**config.mk**
```make
export PLATFORM = sky130hd
export DESIGN_NAME = cp0_exception_unit
export DESIGN_NICKNAME = d
export VERILOG_FILES = /design/src/rtl/cp0_pkg.sv /design/src/rtl/cp0_exc_fsm.sv /design/src/rtl/cp0_exception_unit.sv
export SDC_FILE = /design/constraint.sdc
export NUM_CORES = 1
export LEC_CHECK = 0
export ABC_AREA = 0
export CAP_MARGIN = 15
export CORE_ASPECT_RATIO = 0.8
export CORE_MARGIN = 2
export CORE_UTILIZATION = 33
export DETAILED_ROUTE_END_ITERATION = 8
export PLACE_DENSITY_LB_ADDON = 0.08
export SLEW_MARGIN = 20
export SYNTH_ARGS = -nofsm -noshare
export SYNTH_HDL_FRONTEND = slang
export SYNTH_SLANG_ARGS = --single-unit
```
**constraint.sdc**
```tcl
create_clock -name clk -period 4.6 [get_ports clk]
set_input_delay 1.15 -clock clk [delete_from_list [all_inputs] [get_ports clk]]
set_output_delay 1.15 -clock clk [all_outputs]
set_load 0.01 [all_outputs]
```
**src/rtl/cp0_pkg.sv**
```systemverilog
// Shared CP0 definitions: FSM state encoding, CP0 register numbers,
// ExcCode constants, Cause/Status bit positions and a Cause builder.
package cp0_pkg;

  typedef enum logic [2:0] {
    ST_IDLE,
    ST_FLUSH,
    ST_REDIRECT,
    ST_HANDLER,
    ST_RETURN
  } cp0_state_e;

  localparam logic [4:0] CP0_REG_BADVADDR = 5'd8;
  localparam logic [4:0] CP0_REG_STATUS   = 5'd12;
  localparam logic [4:0] CP0_REG_CAUSE    = 5'd13;
  localparam logic [4:0] CP0_REG_EPC      = 5'd14;

  localparam logic [4:0] EXC_INT  = 5'd0;
  localparam logic [4:0] EXC_ADEL = 5'd4;
  localparam logic [4:0] EXC_ADES = 5'd5;

  localparam int unsigned CAUSE_BD_BIT    = 31;
  localparam int unsigned CAUSE_CODE_LO   = 2;
  localparam int unsigned CAUSE_CODE_HI   = 6;
  localparam int unsigned STATUS_IE_BIT   = 0;
  localparam int unsigned STATUS_EXL_BIT  = 1;

  function automatic logic [31:0] make_cause(input logic bd, input logic [4:0] code);
    logic [31:0] c;
    c = '0;
    c[CAUSE_BD_BIT] = bd;
    c[CAUSE_CODE_HI:CAUSE_CODE_LO] = code;
    return c;
  endfunction

endpackage

```
**src/rtl/cp0_exc_fsm.sv**
```systemverilog
// Exception sequencing FSM: IDLE -> FLUSH (FLUSH_CYCLES) -> REDIRECT ->
// HANDLER -> (eret) RETURN -> IDLE, with the flush-length counter.
module cp0_exc_fsm
  import cp0_pkg::*;
#(
  parameter int unsigned FLUSH_CYCLES = 2
) (
  input  logic       clk,
  input  logic       rst,
  input  logic       start,
  input  logic       eret,
  output cp0_state_e state,
  output logic       flush,
  output logic       redirect_exc,
  output logic       redirect_ret
);

  localparam int unsigned CW = (FLUSH_CYCLES > 1) ? $clog2(FLUSH_CYCLES) : 1;
  localparam logic [CW-1:0] CNT_LAST = CW'(FLUSH_CYCLES - 1);

  cp0_state_e    state_q, state_d;
  logic [CW-1:0] cnt_q, cnt_d;

  // State and flush-counter registers
  always_ff @(posedge clk or posedge rst) begin
    if (rst) begin
      state_q <= ST_IDLE;
      cnt_q   <= '0;
    end else begin
      state_q <= state_d;
      cnt_q   <= cnt_d;
    end
  end

  // Next-state logic; counter restarts on every capture
  always_comb begin
    state_d = state_q;
    cnt_d   = cnt_q;
    case (state_q)
      ST_IDLE: begin
        if (start) begin
          state_d = ST_FLUSH;
          cnt_d   = '0;
        end
      end
      ST_FLUSH: begin
        if (cnt_q == CNT_LAST) state_d = ST_REDIRECT;
        else                   cnt_d   = cnt_q + 1'b1;
      end
      ST_REDIRECT: state_d = ST_HANDLER;
      ST_HANDLER:  if (eret) state_d = ST_RETURN;
      ST_RETURN:   state_d = ST_IDLE;
      default:     state_d = ST_IDLE;
    endcase
  end

  // Moore outputs decoded from the current state
  always_comb begin
    flush        = 1'b0;
    redirect_exc = 1'b0;
    redirect_ret = 1'b0;
    case (state_q)
      ST_FLUSH:    flush = 1'b1;
      ST_REDIRECT: begin flush = 1'b1; redirect_exc = 1'b1; end
      ST_RETURN:   begin flush = 1'b1; redirect_ret = 1'b1; end
      default:     ;
    endcase
  end

  assign state = state_q;

endmodule

```
**src/rtl/cp0_exception_unit.sv**
```systemverilog
// CP0 exception front end: EPC/Cause/Status capture, flush and PC redirect
// sequencing, ERET return, MFC0/MTC0 access.
// Optional feature macro CP0_BADVADDR_EN adds bad_vaddr input and BadVAddr (reg 8).
module cp0_exception_unit
  import cp0_pkg::*;
#(
  parameter logic [31:0] EXC_VECTOR   = 32'h0000_0180,
  parameter int unsigned FLUSH_CYCLES = 2
) (
  input  logic        clk,
  input  logic        rst,
  input  logic        exc_req,
  input  logic [4:0]  exc_code,
  input  logic [31:0] exc_pc,
  input  logic        in_delay_slot,
  input  logic        int_req,
  input  logic        eret,
  input  logic        cp0_we,
  input  logic [4:0]  cp0_addr,
  input  logic [31:0] cp0_wdata,
`ifdef CP0_BADVADDR_EN
  input  logic [31:0] bad_vaddr,
`endif
  output logic [31:0] cp0_rdata,
  output logic        flush,
  output logic        pc_redirect,
  output logic [31:0] redirect_pc,
  output logic [31:0] epc4,
  output logic        status_exl,
  output logic        exc_dropped
);

  cp0_state_e  state;
  logic        fsm_flush, redir_exc, redir_ret;
  logic        capture;
  logic [4:0]  cap_code;
  logic [31:0] cap_epc;
  logic        ie_q, exl_q;
  logic [31:0] epc_q, epc4_q, cause_q;

  cp0_exc_fsm #(.FLUSH_CYCLES(FLUSH_CYCLES)) u_fsm (
    .clk          (clk),
    .rst          (rst),
    .start        (capture),
    .eret         (eret),
    .state        (state),
    .flush        (fsm_flush),
    .redirect_exc (redir_exc),
    .redirect_ret (redir_ret)
  );

  assign capture  = (state == ST_IDLE) && (exc_req || (int_req && ie_q && !exl_q));
  assign cap_code = exc_req ? exc_code : EXC_INT;
  assign cap_epc  = in_delay_slot ? (exc_pc - 32'd4) : exc_pc;

  // CP0 register file; a capture in the same cycle suppresses any MTC0
  always_ff @(posedge clk or posedge rst) begin
    if (rst) begin
      epc_q   <= '0;
      epc4_q  <= 32'd4;
      cause_q <= '0;
      ie_q    <= 1'b0;
      exl_q   <= 1'b0;
    end else if (capture) begin
      epc_q   <= cap_epc;
      epc4_q  <= cap_epc + 32'd4;
      cause_q <= make_cause(in_delay_slot, cap_code);
      exl_q   <= 1'b1;
    end else begin
      if (cp0_we && cp0_addr == CP0_REG_STATUS) ie_q <= cp0_wdata[STATUS_IE_BIT];
      if (cp0_we && cp0_addr == CP0_REG_EPC) begin
        epc_q  <= cp0_wdata;
        epc4_q <= cp0_wdata + 32'd4;
      end
      if (state == ST_RETURN) exl_q <= 1'b0;
    end
  end

`ifdef CP0_BADVADDR_EN
  logic [31:0] badvaddr_q;

  // BadVAddr latches only on address-error exceptions
  always_ff @(posedge clk or posedge rst) begin
    if (rst) badvaddr_q <= '0;
    else if (capture && exc_req && (exc_code == EXC_ADEL || exc_code == EXC_ADES))
      badvaddr_q <= bad_vaddr;
  end
`endif

  // Requests that arrive while a sequence is in flight are reported and ignored
  always_comb begin
    exc_dropped = 1'b0;
    case (state)
      ST_HANDLER:                      exc_dropped = exc_req | int_req;
      ST_FLUSH, ST_REDIRECT, ST_RETURN: exc_dropped = exc_req;
      default:                         exc_dropped = 1'b0;
    endcase
  end

  // Redirect target selection
  always_comb begin
    redirect_pc = '0;
    if (redir_exc)      redirect_pc = EXC_VECTOR;
    else if (redir_ret) redirect_pc = epc_q;
  end

  // MFC0 read mux
  always_comb begin
    cp0_rdata = '0;
    case (cp0_addr)
      CP0_REG_STATUS: begin
        cp0_rdata[STATUS_IE_BIT]  = ie_q;
        cp0_rdata[STATUS_EXL_BIT] = exl_q;
      end
      CP0_REG_CAUSE: cp0_rdata = cause_q;
      CP0_REG_EPC:   cp0_rdata = epc_q;
`ifdef CP0_BADVADDR_EN
      CP0_REG_BADVADDR: cp0_rdata = badvaddr_q;
`endif
      default:       cp0_rdata = '0;
    endcase
  end

  assign flush       = fsm_flush;
  assign pc_redirect = redir_exc | redir_ret;
  assign epc4        = epc4_q;
  assign status_exl  = exl_q;

endmodule

```
# Yosys cells after proc, flatten, opt, wreduce, memory -nomap -nowiden
# Cells that the tools add are included.
# classes
add_sub_neg,4
n_eq_ne,10
mux,23
bitwise_logic,3
reduce_logical,15
# op_table
operator,n
32-bit two-way mux,7
32-bit by 3-bit adder with 32-bit output (second input constant),2
30-bit case mux with 2 select lines,1
32-bit by 3-bit subtractor with 32-bit output (second input constant),1
5-bit by 4-bit == test with 1-bit output (second input constant),3
3-bit case mux with 4 select lines,1
3-bit two-way mux,3
1-bit two-way mux,7
3-bit by 2-bit == test with 1-bit output (second input constant),2
2-bit nonzero test,3
1-bit logical AND,5
5-bit two-way mux,1
2-bit != test (second input constant),2
1-bit case mux with 2 select lines,2
2-bit case mux with 2 select lines,1
2-bit AND reduction,2
3-bit by 1-bit == test with 1-bit output (second input constant),1
3-bit == test (second input constant),1
3-bit zero test,1
3-bit AND reduction,1
3-bit OR reduction,1
2-bit by 1-bit != test with 1-bit output (second input constant),1
1-bit bitwise OR,2
1-bit adder (second input constant),1
3 further kinds,3
# totals
regBits,76
in_bits,81
output_inout_bits,100
wordCells,62

# Depth between registers and ports, before layout
# logic_depth
ltp_word,6
mapped_depth,13
ltp_nobuf,11

# Hierarchy
# A second synthesis with hierarchy kept.
# hier_totals
hier_cells,636
area_unflattened_um2,5212.5
# modules_own_cells
mod,instances,cells_each,area_each_um2,seq_area_each_um2
cp0_exception_unit,1,613,4967.3,1752.9
cp0_exc_fsm,1,23,245.2,100.1

# Worst setup path after synthesis
# No wires, ideal clock.
# synth_timing
path_kind,input -> register
from,input int_req
to,register epc4_q[24] (netlist: epc4[24])
setup_ns,0.087
arrival_time_ns,4.427
required_ns,4.513
setup_slack_ns,0.087
stages,13
path_buffers,3
path_cell_list,and3b_1 -> o21ai_1 -> clkbuf_1 -> clkbuf_1 -> buf_1 -> nand2_1 -> o21ai_0 -> ha_1 -> o211ai_1 -> nor4_1 -> nand3_1 -> or4_1 -> o211ai_1
# synth_between
elab_chain_cells,5
elab_cells_between_ends,6
classes_between,mux (1); reduce/logical (5)
# synth_rtl
element,line_no,source
from (decl),cp0_exception_unit.sv:16,"input logic int_req,"
1-bit logical AND * (2 in series),cp0_exception_unit.sv:52,assign capture = (state == ST_IDLE) && (exc_req || (int_req && ie_q && !exl_q));
1-bit logical OR *,cp0_exception_unit.sv:52,
1-bit logical AND *,cp0_exception_unit.sv:52,
32-bit two-way mux or 2-bit nonzero test (tied branches),--,
to (signal assigned),cp0_exception_unit.sv:66,epc4_q <= cap_epc + 32'd4;
to (signal assigned),cp0_exception_unit.sv:73,epc4_q <= cp0_wdata + 32'd4;
to (decl),cp0_exception_unit.sv:39,"logic [31:0] epc_q, epc4_q, cause_q;"
# Mark *: on every way between the ends. The rest lies on a longest branch, timed or not.
# A chain may end at the register's enable or synchronous reset.

# Worst setup path after layout
# layout_timing
from,input exc_pc[2]
to,register epc4_q[24] (netlist: epc4[24])
# layout_between
elab_chain_cells,4
# layout_rtl
element,line_no,source
from (decl),cp0_exception_unit.sv:14,"input logic [31:0] exc_pc,"
32-bit by 3-bit subtractor with 32-bit output,cp0_exception_unit.sv:54,assign cap_epc = in_delay_slot ? (exc_pc - 32'd4) : exc_pc;
32-bit two-way mux *,cp0_exception_unit.sv:54,
32-bit by 3-bit adder with 32-bit output *,cp0_exception_unit.sv:66,
32-bit two-way mux *,cp0_exception_unit.sv:64,end else if (capture) begin
# Marked as above.

==> impl_results.md <==
* Status: complete, no violations
* Hold WS at 481 ps
* Post-CTS Hold Buffers at 0
* CP endpoint kind: flip-flop
* Post-cts sizing count at 0
* WL final at 16.8 mm
* Slew @ Worst Pin at 800 ps
* Finished Cell Area at 7460 µm²
* Residual DRC at 0
* Hold Vio Cnt, Final at 0
* PD cells at 459 nW/µm²
* Htree depth at 3
* CP Max Fanout at 9
* Post-Syn Instances at 608
* Max clock buf depth at 2
* Final HPWL from detailed placement at 13.6 mm
* Max Fclk at 237 MHz
* GP Congestion at 0.860
* GR Layer Usage met2 at 0.285
* GR Util All Layers at 0.210
* CP Data Arrival Time at 4480 ps
* Most Used Layer, Global Route: met1
* Antenna fix cells at 0
* Flops & latches, synth at 74
* CP Data Required Time at 4860 ps
* GRT overflow at 0
* Nets at 882
* Rows at 40
* Initial Util at 0.334
* CTS clk-pin slew, worst paths at 60 ps
* Synth Flop Type: dfrtp_1
* Layout cell share with drive strength beyond 1 at 0.0959
* Die Ht at 114 µm
* Full die area at 16,000 µm²
* Post-synth cell types at 58
* ANT nets after route at 0
* Most frequent cells in the layout: 180 x clkdlybuf4s50_1, 101 x nand2_1, 73 x dfrtp_1, 49 x o21ai_0, 46 x nor2_1
* Pin count of the biggest net entering global routing at 42
* Initial antenna violation count at 0
* Finished Core Util at 0.502
* Fin crit period at 4220 ps
* Seq/Total Area, Yosys at 0.374
* Placement Cell Area at 7190 µm²
* FF-to-FF path depth at 8
* Post-synthesis async set-or-reset flop share at 1.00
* Synth-to-Final Area Change at 50.4%
* Fin Clk Skew at 6.15 ps
* Slew Viols, Final at 0
* DRT Pass-1 Iters at 4
* CP Launch Type: input port
* RSZ-0062 raised after global routing: no
* Syn Nets at 691
* Routed len/inst at 16.9 µm
* Worst skew pair latency at 340 ps
* Min-delay worst type: flip-flop to flip-flop
* Core area at 14,900 µm²
* Syn_area_per_cell at 8.16 µm²
* Pwr Total at 3420 µW
* Max-cap violations at 0
* CTS tree: yes
* Leakage at 0.00308 µW
* Port Buffers at 180
* Met3 Track Usage GR at 0.0596
* Vias in the first global route at 4,822
* Root Driver: clkbuf_16
* Die width at 141 µm
* Setup TNS at 0 ps
* Min-Delay Path Depth at 2
* GR Util met1 at 0.328
* Sink Count at 74
* Worst VDD drop at 0.213 mV
* Setup repair bufs after CTS at 0
* CTS Buf Count at 9
* Final Cycle Share at 0.918
* Slew HR at 0.461
* Iteration-0 DRC Markers at 319
* Most common library cell in the layout ignoring fill and taps: clkdlybuf4s50_1
* Final setup vio count at 0
* First-pass GRT wire length at 26.5 mm
* Synth Warn # at 0
* WS Path Type: input port to flip-flop
* Mapped cell area at 4960 µm²
* Vias per cell at 5.27
* I/O Pins at 181
* Via count at 5,228
* Post-synth EDFFs at 0
==> worst paths after layout <==
path | startpoint | end | slack [ps]
worst max-delay path | exc_pc[2] | epc4[24] | 380
worst min-delay path | cause_q[31] | cause_q[31] | 480
worst max register to register | u_fsm.state[0] | epc4[24] | 1170
worst min register to register | cause_q[31] | cause_q[31] | 480
max in group asynchronous | rst | epc4[10] | 2330
min in group asynchronous | rst | u_fsm.state[1] | 1250
==> metrics by stage <==
stage,cells,setup WS [ps]
2_1_floorplan,608,86.8
3_3_place_gp,977,103
3_5_place_dp,977,45.3
4_1_cts,992,405
5_1_grt,992,106
6_report,992,376
==> synthesized netlist by cell type (9+ instances only) <==
cell type  instances  area share
nand2_1          101       0.076
dfrtp_1           73        0.37
o21ai_0           49       0.049
nor2_1            46       0.035
and3_1            35       0.044
clkbuf_1          33       0.025
and2_1            28       0.035
a31oi_1           18       0.023
xor2_1            18       0.032
a21oi_1           15       0.015
nand3_1           15       0.015
or4_1             15       0.023
xnor2_1           15       0.026
o31ai_1           14       0.021
a22o_1            13       0.023
nand4_1           12       0.015
mux2i_1            9       0.018
==> per-layer routing <==
metal / up-vias / share of wire
li1: 2589 / -
met2: 187 / 0.39
met5: - / 0
met4: 0 / 0.011
met3: 14 / 0.075
met1: 2438 / 0.53
==> registers in the layout, summed over array words and instances (netlist names) <==
name	count
cause_q	6
ie_q	1
status_exl	1
epc4	30
u_fsm.state	3
u_fsm.cnt_q	1
epc_q	32
==> cell type report <==
| cell class | instances | area [µm²] |
|---|---|---|
| clock buffer | 11 | 243 |
| tap | 189 | 236 |
| multi-input combinational | 485 | 2930 |
| fill | 1418 | 7410 |
| timing repair buffer | 222 | 2140 |
| sequential | 74 | 1850 |
| clock inverter | 4 | 28.8 |
| inverter | 7 | 26.3 |
==> kinds of logic (layout without fill, tap and decap cells) <==
group           Yosys count  in the layout  share of synthesized area
buf+inv                  49            244                     0.0401
compound gates          140            140                      0.184
mux                      12             12                     0.0250
simple gates            298            298                      0.314
xor+xnor                 33             33                     0.0583
flops                    74             74                      0.374
fa+ha+maj                 2              2                    0.00504
==> power by group <==
group	switching [µW]	internal, µW	leakage (µW)	total, µW
combinational	809	762	0.00205	1570
sequential	236	960	0.000899	1200
clock	278	377	0.000128	655
==> worst max-delay path: stages <==
cell and delay (ps):
clkdlybuf4s50_1 500, inv_1 120, ha_1 210, and4bb_2 260, nand4_1 170, buf_4 200
or4_1 390, a31oi_1 250, and3_1 300, nand3_1 290, or4_1 550, o211ai_1 100
No activity file was read; power rests on OpenSTA's default activity.
